--- config.mk ---
export PLATFORM = sky130hd
export DESIGN_NAME = vga_timing_gen
export DESIGN_NICKNAME = d
export VERILOG_FILES = /design/src/rtl/vga_timing_gen.sv
export SDC_FILE = /design/constraint.sdc
export NUM_CORES = 1
export LEC_CHECK = 0
export CAP_MARGIN = 5
export CORE_ASPECT_RATIO = 1.2
export CORE_MARGIN = 4
export CORE_UTILIZATION = 41
export DETAILED_ROUTE_END_ITERATION = 16
export GPL_TIMING_DRIVEN = 0
export PLACE_DENSITY = 0.67
export SYNTH_ARGS = -nofsm -noshare
export SYNTH_HDL_FRONTEND = slang
export SYNTH_SLANG_ARGS = --single-unit
--- constraint.sdc ---
create_clock -name clk_in -period 6.1 [get_ports clk_in]
set_input_delay 1.83 -clock clk_in [delete_from_list [all_inputs] [get_ports clk_in]]
set_output_delay 1.83 -clock clk_in [all_outputs]
set_load 0.02 [all_outputs]
--- src/rtl/vga_timing_gen.sv ---
// VGA raster timing for vga_disp: syncs, active enable, pixel coordinates, image ROM fetch window
// and delayed sync/enable copies for the pad stage. Define VGA_FRAME_CNT_EN for frame_start/frame_cnt.
module vga_timing_gen #(
    parameter int H_SYNC   = 136,
    parameter int H_BACK   = 160,
    parameter int H_DISP   = 1024,
    parameter int H_FRONT  = 24,
    parameter int V_SYNC   = 6,
    parameter int V_BACK   = 29,
    parameter int V_DISP   = 768,
    parameter int V_FRONT  = 3,
    parameter int IMG_X    = 384,
    parameter int IMG_Y    = 256,
    parameter int IMG_W    = 256,
    parameter int IMG_H    = 256,
    parameter int ROM_LEAD = 3,
    parameter int OUT_DLY  = 1
) (
    input  logic        clk_in,
    input  logic        rst,
    output logic        hsync,
    output logic        vsync,
    output logic        data_en,
    output logic        rom_en,
    output logic [11:0] x_pos,
    output logic [11:0] y_pos,
    output logic        hsync_dly,
    output logic        vsync_dly,
    output logic        de_dly
`ifdef VGA_FRAME_CNT_EN
    ,
    output logic        frame_start,
    output logic [15:0] frame_cnt
`endif
);

    localparam int HA_I = H_SYNC + H_BACK;
    localparam int VA_I = V_SYNC + V_BACK;

    localparam logic [11:0] H_LAST   = 12'(HA_I + H_DISP + H_FRONT - 1);
    localparam logic [11:0] V_LAST   = 12'(VA_I + V_DISP + V_FRONT - 1);
    localparam logic [11:0] H_SYNC_E = 12'(H_SYNC);
    localparam logic [11:0] V_SYNC_E = 12'(V_SYNC);
    localparam logic [11:0] HA       = 12'(HA_I);
    localparam logic [11:0] VA       = 12'(VA_I);
    localparam logic [11:0] HA_END   = 12'(HA_I + H_DISP);
    localparam logic [11:0] VA_END   = 12'(VA_I + V_DISP);
    // Fetch window starts ROM_LEAD clocks ahead of the image's first column.
    localparam logic [11:0] ROM_H0   = 12'(HA_I + IMG_X - ROM_LEAD);
    localparam logic [11:0] ROM_H1   = 12'(HA_I + IMG_X - ROM_LEAD + IMG_W);
    localparam logic [11:0] ROM_V0   = 12'(VA_I + IMG_Y);
    localparam logic [11:0] ROM_V1   = 12'(VA_I + IMG_Y + IMG_H);

    typedef struct packed {
        logic hs;
        logic vs;
        logic de;
    } sync_t;

    localparam sync_t SYNC_IDLE = '{hs: 1'b1, vs: 1'b1, de: 1'b0};

    logic [11:0] h_cnt_q, h_cnt_d;
    logic [11:0] v_cnt_q, v_cnt_d;
    logic        h_last;

    logic        hsync_q, hsync_d;
    logic        vsync_q, vsync_d;
    logic        de_q, de_d;
    logic        rom_q, rom_d;
    logic [11:0] x_q, x_d;
    logic [11:0] y_q, y_d;
    logic        h_act, v_act;

    sync_t       dly_q [OUT_DLY];

    // Raster counters
    always_comb begin
        h_last  = (h_cnt_q == H_LAST);
        h_cnt_d = h_last ? 12'd0 : h_cnt_q + 12'd1;
        v_cnt_d = v_cnt_q;
        if (h_last) begin
            v_cnt_d = (v_cnt_q == V_LAST) ? 12'd0 : v_cnt_q + 12'd1;
        end
    end

    always_ff @(posedge clk_in) begin
        if (rst) begin
            h_cnt_q <= '0;
            v_cnt_q <= '0;
        end else begin
            h_cnt_q <= h_cnt_d;
            v_cnt_q <= v_cnt_d;
        end
    end

    // Decode of the current counters; registered below, so outputs trail the counters by one clock.
    always_comb begin
        hsync_d = (h_cnt_q >= H_SYNC_E);
        vsync_d = (v_cnt_q >= V_SYNC_E);
        h_act   = (h_cnt_q >= HA) && (h_cnt_q < HA_END);
        v_act   = (v_cnt_q >= VA) && (v_cnt_q < VA_END);
        de_d    = h_act && v_act;
        x_d     = '0;
        y_d     = '0;
        if (de_d) begin
            x_d = h_cnt_q - HA;
            y_d = v_cnt_q - VA;
        end
        rom_d   = (v_cnt_q >= ROM_V0) && (v_cnt_q < ROM_V1) &&
                  (h_cnt_q >= ROM_H0) && (h_cnt_q < ROM_H1);
    end

    always_ff @(posedge clk_in) begin
        if (rst) begin
            hsync_q <= 1'b1;
            vsync_q <= 1'b1;
            de_q    <= 1'b0;
            rom_q   <= 1'b0;
            x_q     <= '0;
            y_q     <= '0;
        end else begin
            hsync_q <= hsync_d;
            vsync_q <= vsync_d;
            de_q    <= de_d;
            rom_q   <= rom_d;
            x_q     <= x_d;
            y_q     <= y_d;
        end
    end

    // Delay line aligning sync/enable with vga_disp's registered pixel data.
    always_ff @(posedge clk_in) begin
        if (rst) begin
            for (int i = 0; i < OUT_DLY; i++) begin
                dly_q[i] <= SYNC_IDLE;
            end
        end else begin
            dly_q[0] <= sync_t'{hs: hsync_q, vs: vsync_q, de: de_q};
            for (int i = 1; i < OUT_DLY; i++) begin
                dly_q[i] <= dly_q[i-1];
            end
        end
    end

    assign hsync     = hsync_q;
    assign vsync     = vsync_q;
    assign data_en   = de_q;
    assign rom_en    = rom_q;
    assign x_pos     = x_q;
    assign y_pos     = y_q;
    assign hsync_dly = dly_q[OUT_DLY-1].hs;
    assign vsync_dly = dly_q[OUT_DLY-1].vs;
    assign de_dly    = dly_q[OUT_DLY-1].de;

`ifdef VGA_FRAME_CNT_EN
    logic        fs_q, fs_d;
    logic [15:0] fc_q, fc_d;

    always_comb begin
        fs_d = (h_cnt_q == 12'd0) && (v_cnt_q == 12'd0);
        fc_d = fs_d ? fc_q + 16'd1 : fc_q;
    end

    always_ff @(posedge clk_in) begin
        if (rst) begin
            fs_q <= 1'b0;
            fc_q <= '0;
        end else begin
            fs_q <= fs_d;
            fc_q <= fc_d;
        end
    end

    assign frame_start = fs_q;
    assign frame_cnt   = fc_q;
`endif

endmodule

==> impl_metrics.json, run 1 <==
{
  "synth_adder_area_share": 0.0508,
  "swShare": 0.207,
  "fmax_ghz": 0.290,
  "grt_pass1_wl_um": 8640,
  "synth_compound_area_frac": 0.0660,
  "drtIter0Drc": 150,
  "row_count": 30,
  "root_buffer": "clkbuf_8",
  "layout_common_cells": "55 x dfxtp_1, 52 x nor2_1, 32 x clkdlybuf4s50_1",
  "insertion_delay_ns": 0.31,
  "fp.coreArea_um2": 5740,
  "grt_setup_unrepaired": "no",
  "synth.area.top_cells": "dfxtp_1 45%, nor2_1 7.9%, xnor2_1 6.8%",
  "grtUsageTotal": 0.144,
  "use_met1": 0.162,
  "worstMarginPinSlew_ns": 0.707,
  "path_clk_slew_ns": 0.10,
  "power.density_nw_per_um2": 212,
  "viasPerCell": 4.92,
  "seqPwrFrac": 0.573,
  "synth_flop_cell": "dfxtp_1",
  "crit_path_end_kind": "flop",
  "die_h_um": 92.9,
  "ir_drop_mv": 0.0988,
  "synth_top_family_by_area": "simple AND/OR/NAND/NOR gates",
  "synth_seq_area_share": 0.447,
  "io_pins": 33,
  "cp_max_fo": 10,
  "arrival_ns": 3.70,
  "cts_resized": 0,
  "async_flop_share": 0,
  "met3_usage": 0.0243,
  "synth_area_um2": 2460,
  "layout_commonest_cell": "dfxtp_1",
  "status": "complete, no violations",
  "synth_warnings": 0,
  "clock_skew_ns": 0.00834,
  "slew_headroom": 0.525,
  "worstSetupStartpointType": "primary input",
  "cts_tree": "built",
  "clkPwrFrac": 0.398,
  "synth.distinct_cells": 43,
  "period_needed_ns": 3.45,
  "start_util": 0.429,
  "drtAntennaViolNets": 0,
  "p_sw_uw": 132,
  "post-route-period-util": 0.566,
  "synth_top_area_cell": "dfxtp_1",
  "synth_top_cell_area_share": 0.447,
  "drt_wl_total_um": 4980,
  "io_buffers": 32,
  "busiest_layer": "met2",
  "nets": 327,
  "totalNegativeSetupSlack_ns": 0,
  "worstSetupPathType": "in2reg",
  "cts_buffer_depth": 2,
  "n_antenna_cell": 0,
  "n_fill_cell": 569,
  "power.leakage_nw": 1.13,
  "grt_max_degree": 18,
  "drive_gt1_frac": 0.0759,
  "required_ns": 6.34,
  "finalHoldViolations": 0,
  "syn-instance-count": 276,
  "cts.sinks": 55,
  "grt-ovfl-total": 0,
  "cts_made_buffers": 5,
  "htreeDepth": 2,
  "setup_viol": 0,
  "fin_util": 0.524,
  "p_int_uw": 505,
  "combPwrFrac": 0.030,
  "areaGrowthSynthToFinish_pct": 22.0,
  "synth_seq_cells": 55,
  "die_area_um2": 7320,
  "synthXorXnorAreaFrac": 0.114,
  "postCtsSetupBuffers": 0,
  "design_area_um2": 3010,
  "syn_avg_cell_area_um2": 8.93,
  "hold_path_class": "reg2reg",
  "drc": 0,
  "synth_fp_nets": 288,
  "dpl_cell_area_um2": 2890,
  "postCtsHoldBufs": 0,
  "grt_pass1_vias": 1948,
  "die_x_um": 78.8,
  "final_max_slew_viol_count": 0,
  "routedWlPerCell_um": 12.6,
  "maxCapViolCount": 0,
  "synth_mux_area_frac": 0.0132,
  "drt_first_pass_iters": 4,
  "synth-edff-count": 0,
  "gp_congestion": 0.813,
  "dp_hpwl_um": 3790,
  "vias": 1948,
  "synthSimpleGateAreaFrac": 0.255,
  "antenna_found_initial": 0,
  "met2_usage": 0.268,
  "power_uw": 637
}
==> stage by stage <==
stage          hold slack, ns  std cells  worst slack (ns)
2_1_floorplan           0.440        276              2.93
3_3_place_gp            0.424        388              2.32
3_5_place_dp            0.427        388              2.31
4_1_cts                 0.453        396              2.63
5_1_grt                 0.482        396              2.57
6_report                0.445        396              2.65
==> path summary, 6_finish.rpt <==
kind               from          end  slack [ns]  cells past startpoint
max                 rst     y_pos[5]        2.65                      6
min               vsync  dly_q[0][1]        0.45                      1
max reg2reg  v_cnt_q[0]     y_pos[5]        3.65                      8
min reg2reg       vsync  dly_q[0][1]        0.45                      1
==> per-layer routing <==
layer	routed length [um]	vias up
met5	0	-
met4	78	0
met3	125	8
met2	2640	30
met1	2130	922
li1	-	988
==> layout make-up <==
type                       instances  area [um^2]  area share
sequential                        55         1100       0.366
buffer                            19         88.8      0.0295
clock inverter                     2         38.8      0.0129
tap                               80          100      0.0333
multi-input combinational        191         1230       0.410
inverter                          11         41.3      0.0137
clock buffer                       6         82.6      0.0275
timing repair buffer              32          320       0.107
==> power groups by stage <==
stage,clock (mW),sequential (mW),combinational (mW)
2_1_floorplan,0,0.375,0.00967
3_3_place_gp,0,0.373,0.0190
3_5_place_dp,0,0.373,0.0192
4_1_cts,0.261,0.365,0.0193
5_1_grt,0.276,0.366,0.0215
6_report,0.253,0.365,0.0188
==> state kept, by name, indices dropped and copies added, names as in the netlist <==
| name | flops |
|---|---|
| hsync | 1 |
| h_cnt_q | 12 |
| vsync | 1 |
| y_pos | 12 |
| x_pos | 12 |
| data_en | 1 |
| dly_q | 3 |
| rom_en | 1 |
| v_cnt_q | 12 |
==> kinds of logic (layout without fill, tap and decap cells) <==
group | count (synthesis) | count (layout)
buffers and inverters | 30 | 70
AO/OA/AOI/OAI | 20 | 20
AND/OR/NAND/NOR | 125 | 125
other | 1 | 1
flip-flops | 55 | 55
XOR/XNOR | 32 | 32
multiplexers | 3 | 3
adder cells (fa/ha/maj) | 10 | 10
==> Yosys cell counts (all sizes together), types with 2 or more instances <==
cell type / instances
xor2: 13
or2: 5
o21ai: 5
nand4bb: 2
nand2: 16
inv: 11
a21oi: 3
nand3: 10
and3: 3
and2: 2
o41ai: 2
nor2b: 3
nor3: 13
nor2: 52
nor4: 5
nand4: 7
or4: 2
buf: 4
nand2b: 2
ha: 10
dfxtp: 55
nor4b: 2
clkbuf: 15
mux2: 2
xnor2: 19
o211ai: 2
==> critical path, cell delays in order <==
cell	delay [ns]
clkdlybuf4s50_1	0.44
or4_1	0.45
a221o_1	0.37
or2_1	0.28
buf_6	0.16
nor3_2	0.16
Power figures use the tool's default switching activity.
==> run 2, diff against run 1 <==
==> constraint.sdc (replaced) <==
create_clock -name clk_in -period 3.4 [get_ports clk_in]
set_input_delay 1.02 -clock clk_in [delete_from_list [all_inputs] [get_ports clk_in]]
set_output_delay 1.02 -clock clk_in [all_outputs]
set_load 0.02 [all_outputs]
==> results of run 2 <==
The final DEF is identical to that of run 1. Status: complete, no violations.
Main changes from that run: setup slack after placement 2.31 ns -> 0.416 ns; setup slack after layout 2.65 ns -> 0.756 ns; register-to-register setup slack 3.65 ns -> 0.95 ns; total power 0.637 mW -> 1.14 mW; worst IR drop on VDD 0.0988 mV -> 0.177 mV
